<file path="config.mk">
export PLATFORM = sky130hd
export DESIGN_NAME = retire_tracker_flat
export DESIGN_NICKNAME = d
export VERILOG_FILES = /design/src/rtl/retire_tracker_if.sv /design/src/rtl/retire_tracker.sv /design/src/flat_wrapper.sv
export SDC_FILE = /design/constraint.sdc
export NUM_CORES = 1
export LEC_CHECK = 0
export ABC_CLOCK_PERIOD_IN_PS = 9900
export BUFFER_PORTS_ARGS = -buffer_cell sky130_fd_sc_hd__buf_2
export CAP_MARGIN = 20
export CORE_UTILIZATION = 40
export CTS_CLUSTER_DIAMETER = 150
export DETAILED_ROUTE_END_ITERATION = 8
export PLACE_DENSITY = 0.61
export SLEW_MARGIN = 20
export SYNTH_ARGS = -nofsm -noshare
export SYNTH_HDL_FRONTEND = slang
export SYNTH_SLANG_ARGS = --single-unit
</file>
<file path="constraint.sdc">
create_clock -name main_clk -period 9.9 [get_ports main_clk]
set_input_delay 1.98 -clock main_clk [delete_from_list [all_inputs] [get_ports main_clk]]
set_output_delay 1.98 -clock main_clk [all_outputs]
set_load 0.05 [all_outputs]
</file>
<file path="src/rtl/retire_tracker_if.sv">
// Dispatcher <-> retire tracker connection for the 8-slot instruction window.
// The dispatcher side (master) drives slot entry, age, completion and branch
// resolution. The tracker side (slave) returns occupancy, retirement and redirect status.
interface retire_tracker_if;
    logic [7:0]      is_new_instruction_entering_this_cycle;
    logic [7:0][7:0] isAfter;          // [i][j]=1: slot i is younger than slot j
    logic [7:0]      done_pulse;
    logic            br_valid;
    logic [2:0]      br_slot;
    logic            br_mispredict;
    logic [7:0]      possible_remain_valid;
    logic [7:0]      retire_mask;
    logic            jump_triggering_now;
    logic [31:0]     retired_total;
    logic [7:0]      slot_valid_q;

    modport master (
        output is_new_instruction_entering_this_cycle, isAfter, done_pulse,
               br_valid, br_slot, br_mispredict,
        input  possible_remain_valid, retire_mask, jump_triggering_now,
               retired_total, slot_valid_q
    );

    modport slave (
        input  is_new_instruction_entering_this_cycle, isAfter, done_pulse,
               br_valid, br_slot, br_mispredict,
        output possible_remain_valid, retire_mask, jump_triggering_now,
               retired_total, slot_valid_q
    );
endinterface

</file>
<file path="src/rtl/retire_tracker.sv">
// Back end of the 8-slot instruction window. It tracks per-slot valid/done state,
// frees completed slots in program order (at most RETIRE_MAX per cycle), kills
// wrong-path slots on a mispredict and holds a fixed-length redirect window.
module retire_tracker #(
    parameter int RETIRE_MAX   = 4,
    parameter int FLUSH_CYCLES = 2
) (
    input  logic             main_clk,
    input  logic             main_rst,
    retire_tracker_if.slave  bus
);
    typedef enum logic {RUN, DRAIN} state_t;

    localparam int             CW     = (FLUSH_CYCLES > 1) ? $clog2(FLUSH_CYCLES) : 1;
    localparam logic [CW-1:0]  RELOAD = CW'(FLUSH_CYCLES - 1);
    localparam logic [3:0]     RMAX   = 4'(RETIRE_MAX);

    logic [7:0]      slot_valid;
    logic [7:0]      slot_done;
    logic [31:0]     retired_total;
    state_t          state;
    logic [CW-1:0]   flush_cnt;

    logic [7:0][3:0] older_cnt;
    logic [7:0]      blocked;
    logic [7:0]      eligible;
    logic [7:0]      kill_raw;
    logic [7:0]      kill_mask;
    logic            kill_accept;
    logic [7:0]      retire_mask;
    logic [7:0]      remain;

    function automatic logic [3:0] popcount8(input logic [7:0] v);
        logic [3:0] n;
        n = '0;
        for (int k = 0; k < 8; k++) n = n + {3'b0, v[k]};
        return n;
    endfunction

    // Count valid older slots per slot and flag any older slot that is not yet done.
    always_comb begin
        // NOTE: every combinational output gets a default first so no path can infer a latch.
        older_cnt = '0;
        blocked   = '0;
        eligible  = '0;
        for (int i = 0; i < 8; i++) begin
            for (int j = 0; j < 8; j++) begin
                if (j != i && slot_valid[j] && bus.isAfter[i][j]) begin
                    older_cnt[i] = older_cnt[i] + 4'd1;
                    if (!slot_done[j]) blocked[i] = 1'b1;
                end
            end
            eligible[i] = slot_valid[i] & slot_done[i] & ~blocked[i] & (older_cnt[i] < RMAX);
        end
    end

    // Decide whether a mispredict is accepted and which younger slots it removes.
    always_comb begin
        kill_raw = '0;
        for (int j = 0; j < 8; j++) begin
            kill_raw[j] = slot_valid[j] & bus.isAfter[j][bus.br_slot];
        end
        // A branch that would land in its own kill set is not accepted, so it is never killed.
        kill_accept = bus.br_valid & bus.br_mispredict
                    & slot_valid[bus.br_slot] & ~kill_raw[bus.br_slot];
        kill_mask   = kill_accept ? kill_raw : 8'h00;
    end

    assign retire_mask = eligible & ~kill_mask;
    assign remain      = slot_valid & ~retire_mask & ~kill_mask;

    assign bus.retire_mask           = retire_mask;
    assign bus.possible_remain_valid = remain;
    assign bus.jump_triggering_now   = (state == DRAIN) | kill_accept;
    assign bus.retired_total         = retired_total;
    assign bus.slot_valid_q          = slot_valid;

    // Slot occupancy and completion. Entry clears the done bit and beats a same-cycle done pulse.
    always_ff @(posedge main_clk or posedge main_rst) begin
        if (main_rst) begin
            slot_valid <= '0;
            slot_done  <= '0;
        end else begin
            // NOTE: state uses non-blocking assignments so all registers update from pre-edge values.
            slot_valid <= remain | bus.is_new_instruction_entering_this_cycle;
            for (int i = 0; i < 8; i++) begin
                if (bus.is_new_instruction_entering_this_cycle[i])
                    slot_done[i] <= 1'b0;
                else
                    slot_done[i] <= remain[i] & (slot_done[i] | bus.done_pulse[i]);
            end
        end
    end

    // Running count of retired instructions, wrapping modulo 2^32.
    always_ff @(posedge main_clk or posedge main_rst) begin
        if (main_rst) retired_total <= '0;
        else          retired_total <= retired_total + {28'b0, popcount8(retire_mask)};
    end

    // Redirect window: an accepted mispredict opens or reloads the window, DRAIN counts it down.
    always_ff @(posedge main_clk or posedge main_rst) begin
        if (main_rst) begin
            state     <= RUN;
            flush_cnt <= '0;
        end else if (kill_accept) begin
            if (FLUSH_CYCLES > 1) begin
                state     <= DRAIN;
                flush_cnt <= RELOAD;
            end else begin
                state     <= RUN;
                flush_cnt <= '0;
            end
        end else if (state == DRAIN) begin
            if (flush_cnt == CW'(1) || flush_cnt == '0) begin
                state     <= RUN;
                flush_cnt <= '0;
            end else begin
                flush_cnt <= flush_cnt - CW'(1);
            end
        end
    end
endmodule

</file>
<file path="src/flat_wrapper.sv">
// flat-port wrapper written by rule: the top's interface ports become plain ports
module retire_tracker_flat 
#(
    parameter int RETIRE_MAX   = 4,
    parameter int FLUSH_CYCLES = 2
)
  (main_clk, main_rst, bus_is_new_instruction_entering_this_cycle, bus_isAfter, bus_done_pulse, bus_br_valid, bus_br_slot, bus_br_mispredict, bus_possible_remain_valid, bus_retire_mask, bus_jump_triggering_now, bus_retired_total, bus_slot_valid_q);
  retire_tracker_if bus_i ();
  input  logic main_clk;
  input  logic main_rst;
  input wire logic [$bits(bus_i.is_new_instruction_entering_this_cycle)-1:0] bus_is_new_instruction_entering_this_cycle;
  input wire logic [$bits(bus_i.isAfter)-1:0] bus_isAfter;
  input wire logic [$bits(bus_i.done_pulse)-1:0] bus_done_pulse;
  input wire logic [$bits(bus_i.br_valid)-1:0] bus_br_valid;
  input wire logic [$bits(bus_i.br_slot)-1:0] bus_br_slot;
  input wire logic [$bits(bus_i.br_mispredict)-1:0] bus_br_mispredict;
  output wire logic [$bits(bus_i.possible_remain_valid)-1:0] bus_possible_remain_valid;
  output wire logic [$bits(bus_i.retire_mask)-1:0] bus_retire_mask;
  output wire logic [$bits(bus_i.jump_triggering_now)-1:0] bus_jump_triggering_now;
  output wire logic [$bits(bus_i.retired_total)-1:0] bus_retired_total;
  output wire logic [$bits(bus_i.slot_valid_q)-1:0] bus_slot_valid_q;
  assign bus_i.is_new_instruction_entering_this_cycle = bus_is_new_instruction_entering_this_cycle;
  assign bus_i.isAfter = bus_isAfter;
  assign bus_i.done_pulse = bus_done_pulse;
  assign bus_i.br_valid = bus_br_valid;
  assign bus_i.br_slot = bus_br_slot;
  assign bus_i.br_mispredict = bus_br_mispredict;
  assign bus_possible_remain_valid = bus_i.possible_remain_valid;
  assign bus_retire_mask = bus_i.retire_mask;
  assign bus_jump_triggering_now = bus_i.jump_triggering_now;
  assign bus_retired_total = bus_i.retired_total;
  assign bus_slot_valid_q = bus_i.slot_valid_q;
  retire_tracker #(.RETIRE_MAX(RETIRE_MAX), .FLUSH_CYCLES(FLUSH_CYCLES)) u_core (.main_clk(main_clk), .main_rst(main_rst), .bus(bus_i));
endmodule
</file>
== Word level (Yosys, flattened, before mapping) ==
Index checks and enable logic that the tools add are counted.
Widths: inputs -> output; s select.

* Magnitude comparators: 9
* Add/sub/neg operators: 56
* Mux-type cells: 192
* Reduce and logical (&&, ||, !) cells: 56
* Bitwise operators: 67

{| class="wikitable"
|+ Operators by type and width
! operator !! count
|-
| $mux 4 || 48
|-
| $add 4x1->4 const B || 41
|-
| $mux 1 || 133
|-
| $logic_and 1x1->1 || 56
|-
| $and 1x1->1 || 43
|-
| $add 32x4->32 || 1
|-
| $lt 4x3->1 const B || 8
|-
| $bmux 1 s3 || 10
|-
| $add 4x1->4 || 6
|-
| $and 8x8->8 || 3
|-
| $not 8->8 || 2
|-
| $add 1x1->2 const B || 7
|-
| $not 1->1 || 9
|-
| $or 1x1->1 || 9
|-
| $mux 8 || 1
|-
| $or 8x8->8 || 1
|-
| $lt 3x4->1 const B || 1
|-
| $add 1x1->2 || 1
|}

* Logic and storage cells: 384
* Output and inout bits: 57
* Bits of input ports: 87
* Bits in registers: 49

== Longest topological paths before layout ==
Gate-level depths: netlist of the first run.

* Depth after elaboration: 26
* Mapped depth: 31
* Gate-level depth less buffers: 30

== Worst setup path after synthesis of the first run ==
No wires, ideal clock.

* Path type: input-to-reg
* Start: in bus_isAfter[1]
* End: reg u_core.retired_total[26] (netlist: u_core.bus.retired_total[26])
* Required time: 9.759 ns
* Path slack: 1.086 ns
* Library setup time: 0.141 ns
* Arrival time: 8.673 ns
* Stages: 27
* Buffers on the path: 0
* Cell sequence: nand2_1 ha_1 inv_1 xnor2_1 ha_1 and3b_1 a211o_1 and4_1 o31ai_1 xnor2_1 nor4_1 o21ba_2 ha_1 inv_1 fa_1 fa_1 fa_1 fa_1 xnor2_1 ha_1 a21o_1 a21oi_1 or2_2 or3_1 nor2_1 nand4_1 xnor2_1

* Cells in the longest elaborated chain, start to end: 26
* Elaborated cells on any way between the ends: 49
* Those cells by class: add/sub: 14; order compare: 1; mux: 25; bitwise: 8; reduce/logical: 1

{| class="wikitable"
|+ RTL lines
! element !! line !! source
|-
| start, declared || flat_wrapper.sv:12 || <nowiki>input wire logic [$bits(bus_i.isAfter)-1:0] bus_isAfter;</nowiki>
|-
| branches (longest 17 deep; another with $add 4x1->4) || - ||
|-
| $and 8x8->8 (*) || retire_tracker.sv:69 || <nowiki>assign retire_mask = eligible & ~kill_mask;</nowiki>
|-
| via bus_retire_mask[0] || flat_wrapper.sv:18 || <nowiki>output wire logic [$bits(bus_i.retire_mask)-1:0] bus_retire_mask;</nowiki>
|-
| $add 1x1->2 (*) || retire_tracker.sv:36 || <nowiki>for (int k = 0; k < 8; k++) n = n + {3'b0, v[k]};</nowiki>
|-
| $add 4x1->4 (*) (6 in a row) || retire_tracker.sv:36 ||
|-
| $add 32x4->32 (*) || retire_tracker.sv:98 || <nowiki>else retired_total <= retired_total + {28'b0, popcount8(retire_mask)};</nowiki>
|-
| end signal, assigned || retire_tracker.sv:98 ||
|-
| end, declared || retire_tracker.sv:20 || <nowiki>logic [31:0] retired_total;</nowiki>
|}

Mark *: on every way through the listed nets, which the timed path passes. The select of a mux whose other input is x is not followed.

== Worst setup path after layout of the first run ==
* Start: in bus_isAfter[1]
* End: reg u_core.retired_total[26] (netlist: u_core.bus.retired_total[26])

* Cells in the longest elaborated chain, start to end: 26
* Elaborated cells on any way between the ends: 49
* Those cells by class: add/sub: 14; order compare: 1; mux: 25; bitwise: 8; reduce/logical: 1

{| class="wikitable"
|+ RTL lines
! element !! line
|-
| branches (longest 17 deep; another with $add 4x1->4) || -
|-
| $and 8x8->8 (*) || retire_tracker.sv:69
|-
| $add 1x1->2 || retire_tracker.sv:36
|-
| $add 4x1->4 (5 in a row) || retire_tracker.sv:36
|-
| $add 4x1->4 (*) || retire_tracker.sv:36
|-
| $add 32x4->32 (*) || retire_tracker.sv:98
|}

Mark *: on every way between the ends. The select of a mux whose other input is x is not followed.

==> results of run 1 <==
## worst reg2reg max path, delay by kind of cell, from the launching register on
family / cells / cell delay, ns
buffers and inverters: 2 / 0.20
xor gates and xnor gates: 4 / 0.58
adders and majority gates: 8 / 3.00
AOI/OAI and AO/OA: 6 / 1.26
and+or+nand+nor: 7 / 2.14
DFF: 1 / 0.74
## registers in the layout (all words and copies together), names as in the netlist
register and flops:
u_core.state 1, u_core.bus.slot_valid_q 8, u_core.bus.retired_total 32, u_core.slot_done 8
## final cells by class
cell class | instances | area, um^2
clock buffer | 6 | 128.9
clock inverter | 2 | 38.79
fill | 1565 | 7954
inverter | 39 | 147.6
multi-input combinational | 644 | 4836
sequential | 49 | 1226
tap | 211 | 264.0
timing repair buffer | 151 | 775.7
## layer usage
metal	up-vias	GRT usage	wire [um]
met3	20	0.03756	1537
li1	3098	-	-
met4	0	0.06436	262
met2	255	0.3958	8888
met5	-	0	0
met1	3038	0.3498	9229
## logic make-up (layout without fill, tap and decap cells)
logic type,count (synthesis),after routing,share of synthesized area
AO/OA/AOI/OAI,171,171,0.1917
multiplexers,37,37,0.08378
XOR/XNOR,81,81,0.1333
buffers and inverters,76,198,0.04720
AND/OR/NAND/NOR,308,308,0.2533
flip-flops,49,49,0.1927
adder cells (fa/ha/maj),47,47,0.09794
## power by group through the flow
stage | logic, mW | clock network, mW | registers [mW]
finish | 0.563 | 0.196 | 0.251
global route | 0.627 | 0.207 | 0.253
CTS | 0.560 | 0.201 | 0.250
detailed placement | 0.556 | 0 | 0.254
global placement | 0.554 | 0 | 0.254
floorplan | 0.401 | 0 | 0.275
## placed cells by master (no fill, tap or decap), types with 8 or more instances in the layout
| cell | count |
|---|---|
| inv_1 | 38 |
| o211ai_1 | 8 |
| o21ai_0 | 26 |
| nand2_1 | 91 |
| mux4_2 | 12 |
| dfrtp_1 | 49 |
| xnor2_1 | 42 |
| buf_4 | 8 |
| o22ai_1 | 14 |
| mux2i_1 | 15 |
| and3_1 | 14 |
| and4_1 | 10 |
| a21oi_1 | 27 |
| nand4_1 | 22 |
| mux2_2 | 10 |
| ha_1 | 41 |
| and2_1 | 17 |
| xor2_1 | 29 |
| buf_2 | 143 |
| a211oi_1 | 11 |
| xnor3_1 | 9 |
| nor3_1 | 10 |
| nand3_1 | 40 |
| nor2_1 | 49 |
| nand3b_1 | 8 |
## worst max path at each step
stage	endpoint	cells after the start	startpoint	slack [ns]
final	u_core.bus.retired_total[26]$_DFF_PP0_	28	bus_isAfter[1]	0.95
after global placement	u_core.bus.retired_total[30]$_DFF_PP0_	28	bus_isAfter[32]	0.71
after detailed placement	u_core.bus.retired_total[26]$_DFF_PP0_	28	bus_isAfter[32]	0.65
after global routing	u_core.bus.retired_total[31]$_DFF_PP0_	28	bus_isAfter[2]	0.39
after CTS	u_core.bus.retired_total[26]$_DFF_PP0_	28	bus_isAfter[32]	0.93
after floorplan	u_core.bus.retired_total[26]$_DFF_PP0_	27	bus_isAfter[1]	1.09
## cell usage after synthesis, types with 7 or more instances
library cell   n  share of area
nor3_1        10         0.0079
mux2_2        10          0.018
nor2_1        49          0.029
o221ai_1       7         0.0096
xnor2_1       42          0.058
xor2_1        29          0.040
nand2_1       91          0.054
a21oi_1       27          0.021
nand4_1       22          0.022
buf_2         11         0.0087
nand3b_1       8         0.0094
o21ai_0       26          0.020
mux2i_1       15          0.024
nand3_1       40          0.031
clkbuf_1      22          0.013
mux4_2        12          0.042
and3_1        14          0.014
xnor3_1        9          0.032
o211ai_1       8         0.0094
dfrtp_1       49           0.19
o31ai_1        7         0.0083
ha_1          41          0.081
o22ai_1       14          0.014
and2_1        17          0.017
a211oi_1      11          0.013
inv_1         39          0.023
and4_1        10          0.014
==> summary.md, run 1 <==
| Metric | Value |
|---|---|
| P_leak | `3.540 nW` |
| Fin area | `7417 um^2` |
| CTS buffer count | `5` |
| R2R setup slack | `1.88 ns` |
| Reg clk slew, reported paths | `0.06 ns` |
| Synth Register Bits | `49` |
| Min-delay src | `u_core.bus.retired_total[31]$_DFF_PP0_` |
| Hold_buf cts | `0` |
| Dpl ws | `0.6524 ns` |
| I/O pin count | `144` |
| Worst-path maximum fanout | `8` |
| PwrDens | `136.3 nW/um^2` |
| Total clock sinks | `49` |
| Sequential share of power | `0.248` |
| Initial Util | `0.4139` |
| Worst relative slew slack | `0.3040` |
| Setup repair bufs after CTS | `0` |
| Die W | `128.1 um` |
| Setup crit start kind | `primary input` |
| Post-route DRC | `0` |
| Worst Setup Path Type | `primary input to flop` |
| Avg Inst Size Synth | `8.274 um^2` |
| Post-synth EDFFs | `0` |
| Predominant post-synthesis flop cell | `dfrtp_1` |
| Netlist cell types | `77` |
| Total Wirelength | `19,920 um` |
| Crit path DAT | `9.12 ns` |
| Rows | `45` |
| Post-Syn Nets | `902` |
| Hold Path Class | `flop to flop` |
| Layout cells sized above 1 | `0.2278` |
| Vias in the first global route | `6,095` |
| Final slew viol count | `0` |
| DP Cell Count | `1,094` |
| Worst hold endpoint | `u_core.bus.retired_total[31]$_DFF_PP0_` |
| Die Footprint | `16,410 um^2` |
| Non-filler cells in the finished layout | `1,102` |
| Worst R2R Path Depth | `27` |
| Tmin final | `8.945 ns` |
| Top Family by Delay on Critical Path | `adder cells` |
| Maxcap violations | `0` |
| Post-Syn Instances | `769` |
| CTS tree | `done` |
| Drt pass-1 iters | `7` |
| Initial DRC Count | `496` |
| Worst path max stage delay | `0.51 ns` |
| Sw Share | `0.4399` |
| Post-Synthesis Cell Area | `6362 um^2` |
| # nets final | `1,023` |
| Cts repair resizes | `0` |
| Worst r2r src | `u_core.bus.slot_valid_q[1]$_DFF_PP0_` |
| RSZ-0062 raised after global routing | `false` |
| Final core occ | `0.4825` |
| Fmax | `0.1118 GHz` |
| # diodes | `0` |
| Via count | `6,411` |
| Synth warn | `0` |
| Setup TNS | `0 ns` |
| Tot GR Track Use | `0.2483` |
| Worst VDD drop | `0.09882 mV` |
| Reg2reg end | `u_core.bus.retired_total[26]$_DFF_PP0_` |
| Min Hold Slack | `0.4598 ns` |
| Endpoint class of the critical path | `flop` |
| Vias per inst | `5.818` |
| Post-synthesis sequential area ratio | `0.1927` |
| Final Cycle Share | `0.9036` |
| Initial antenna violation count | `0` |
| First-pass GRT wire length | `31,800 um` |
| Post-synth ARST share | `1.000` |
| Fin worst setup slack | `0.9546 ns` |
| Core area | `15,370 um^2` |
| Root Driver | `clkbuf_16` |
| Clock Latency Late Sink | `0.29 ns` |
| Worst-Margin Slew | `1.044 ns` |
| Skew final | `0.004383 ns` |
| Gr ovfl total | `0` |
| RD Place Congestion | `0.9464` |
| Sw power | `0.4446 mW` |
| Final Hold Viols | `0` |
| Comb pwr share | `0.557` |
| DPL Wire Length | `15,050 um` |
| Status | `finished clean` |
| H-tree levels | `2` |
| Clock tree buffer depth | `2` |
| Die height | `128.1 um` |
| Post-DRT Antenna Nets | `0` |
| WL per Instance | `18.07 um` |
| CP max stage cell | `nor4_1` |
| Clk pwr share | `0.194` |
| Total Power | `1.011 mW` |
| Worst Path Buf+Inv | `3` |
| Area growth syn-to-layout | `16.58%` |
| Internal power | `0.5661 mW` |
| CP required | `10.08 ns` |
| Largest net degree at the start of global routing | `50` |
| Cell Area, Placed | `7248 um^2` |
| Final Setup Violations | `0` |
| Port bufs | `143` |
| Hold depth | `1` |
Note: power is estimated with default switching activity, not from simulation.
==> run 2: changes to the inputs <==
Settings changed: CORE_ASPECT_RATIO set to 1.2.
==> summary.md, run 2 (synthesized netlist as in run 1, its figures left out) <==
| Metric | Value |
|---|---|
| Status | `finished with violations` |
| Failing checks | `design-rule violations` |
| Worst-path maximum fanout | `8` |
| I/O pin count | `144` |
| Die W | `117.1 um` |
| Worst setup path startpoint | `bus_isAfter[1]` |
| Initial antenna violation count | `4` |
| RD Place Congestion | `0.8731` |
| Hold Path Class | `flop to flop` |
| Via count | `6,411` |
| Port bufs | `143` |
| Worst R2R Path Depth | `27` |
| Setup crit start kind | `primary input` |
| Clock tree buffer depth | `2` |
| Endpoint class of the critical path | `flop` |
| Worst VDD drop | `0.1034 mV` |
| Most frequent cells in the layout | `143 x buf_2, 91 x nand2_1, 49 x nor2_1, 49 x dfrtp_1, 42 x xnor2_1` |
| Fillers | `1,553` |
| Initial DRC Count | `469` |
| Sequential share of power | `0.252` |
| Worst-Margin Slew | `0.7930 ns` |
| Final Cycle Share | `0.9111` |
| Hold_buf cts | `0` |
| Crit path DAT | `9.23 ns` |
| Final slew viol count | `0` |
| WL per Instance | `18.32 um` |
| Clock Latency Late Sink | `0.29 ns` |
| Final Setup Violations | `0` |
| Layout cells sized above 1 | `0.2278` |
| Tot GR Track Use | `0.2502` |
| Internal power | `0.5655 mW` |
| CTS tree | `done` |
| Vias per inst | `5.818` |
| P_leak | `3.541 nW` |
| Drt pass-1 iters | `7` |
| Total Wirelength | `20,190 um` |
| Worst path max stage delay | `0.61 ns` |
| # nets final | `1,023` |
| Sequential Area | `1226 um^2` |
| First-pass GRT wire length | `31,510 um` |
| PwrDens | `136.1 nW/um^2` |
| DPL Wire Length | `15,420 um` |
| Min-delay src | `u_core.bus.retired_total[31]$_DFF_PP0_` |
| Max reg flops | `32` |
| Total clock sinks | `49` |
| Most flops, register | `u_core.bus.retired_total` |
| Tmin final | `9.020 ns` |
| Min Hold Slack | `0.4646 ns` |
| Core area | `15,580 um^2` |
| Maxcap violations | `0` |
| Gr ovfl total | `0` |
| Rows | `50` |
| Commonest non-fill, non-tap cell in the layout | `buf_2` |
| Largest net degree at the start of global routing | `50` |
| H-tree levels | `2` |
| Worst relative slew slack | `0.4713` |
| Fmax | `0.1109 GHz` |
| Top Family by Delay on Critical Path | `adder cells` |
| Worst hold endpoint | `u_core.bus.retired_total[31]$_DFF_PP0_` |
| Clk pwr share | `0.194` |
| Final core occ | `0.4763` |
| R2R setup slack | `1.83 ns` |
| Skew final | `0.007313 ns` |
| Setup TNS | `0 ns` |
| Area of the multi-input gates | `4836 um^2` |
| Sw power | `0.4446 mW` |
| Post-DRT Antenna Nets | `0` |
| Setup repair bufs after CTS | `0` |
| Sw Share | `0.4402` |
| Root Driver | `clkbuf_16` |
| CTS buffer count | `5` |
| Area growth syn-to-layout | `16.62%` |
| Post-route DRC | `2` |
| CP max stage cell | `nor4b_1` |
| Worst r2r src | `u_core.bus.slot_valid_q[1]$_DFF_PP0_` |
| Hold depth | `1` |
| Reg2reg end | `u_core.bus.retired_total[29]$_DFF_PP0_` |
| Die height | `140.2 um` |
| Initial Util | `0.4084` |
| Reg clk slew, reported paths | `0.07 ns` |
| Cts repair resizes | `0` |
| CP required | `10.11 ns` |
| Vias in the first global route | `6,053` |
| Die Footprint | `16,420 um^2` |
| Worst Path Buf+Inv | `4` |
| Worst Setup Path Type | `primary input to flop` |
| RSZ-0062 raised after global routing | `false` |
| Final Hold Viols | `0` |
| Comb pwr share | `0.554` |
-- run 2: cell type report --
type | instances | share of cell area
multi-input combinational | 644 | 0.6518
inverter | 39 | 0.01973
clock inverter | 2 | 0.005228
tap | 208 | 0.03508
antenna | 3 | 0.001012
sequential | 49 | 0.1653
clock buffer | 6 | 0.01737
timing repair buffer | 151 | 0.1046
-- run 2: how the worst max path moves through the flow --
| stage | to | slack (ns) | cells after the start |
|---|---|---|---|
| 6_report | u_core.bus.retired_total[29]$_DFF_PP0_ | 0.88 | 28 |
| 5_1_grt | u_core.bus.retired_total[29]$_DFF_PP0_ | 0.34 | 28 |
| 4_1_cts | u_core.bus.retired_total[29]$_DFF_PP0_ | 0.96 | 28 |
| 3_5_place_dp | u_core.bus.retired_total[31]$_DFF_PP0_ | 0.66 | 28 |
| 3_3_place_gp | u_core.bus.retired_total[26]$_DFF_PP0_ | 0.81 | 28 |
| 2_1_floorplan | u_core.bus.retired_total[26]$_DFF_PP0_ | 1.09 | 27 |
-- run 2: power by group through the flow --
| stage | logic [mW] | clock network (mW) | registers (mW) |
|---|---|---|---|
| after floorplan | 0.401 | 0 | 0.275 |
| after global placement | 0.552 | 0 | 0.256 |
| after detailed placement | 0.554 | 0 | 0.257 |
| after CTS | 0.558 | 0.204 | 0.254 |
| after global routing | 0.622 | 0.211 | 0.256 |
| final | 0.559 | 0.196 | 0.255 |
-- run 2: layer usage --
metal	vias up	global-route usage	routed length (um)
met3	39	0.05366	1588
met4	2	0.07861	483
li1	3105	-	-
met1	3005	0.3241	8653
met5	-	0	13
met2	260	0.4120	9453
-- run 2: stage by stage --
step                      power [mW]  instances  worst slack (ns)  instance area (um^2)
after global placement        0.8077       1091            0.8068                  7244
after global routing           1.089       1100            0.3398                  7415
final                          1.010       1102            0.8801                  7420
after detailed placement      0.8108       1091            0.6575                  7244
after floorplan               0.6765        769             1.086                  6362
after CTS                      1.015       1099            0.9560                  7412
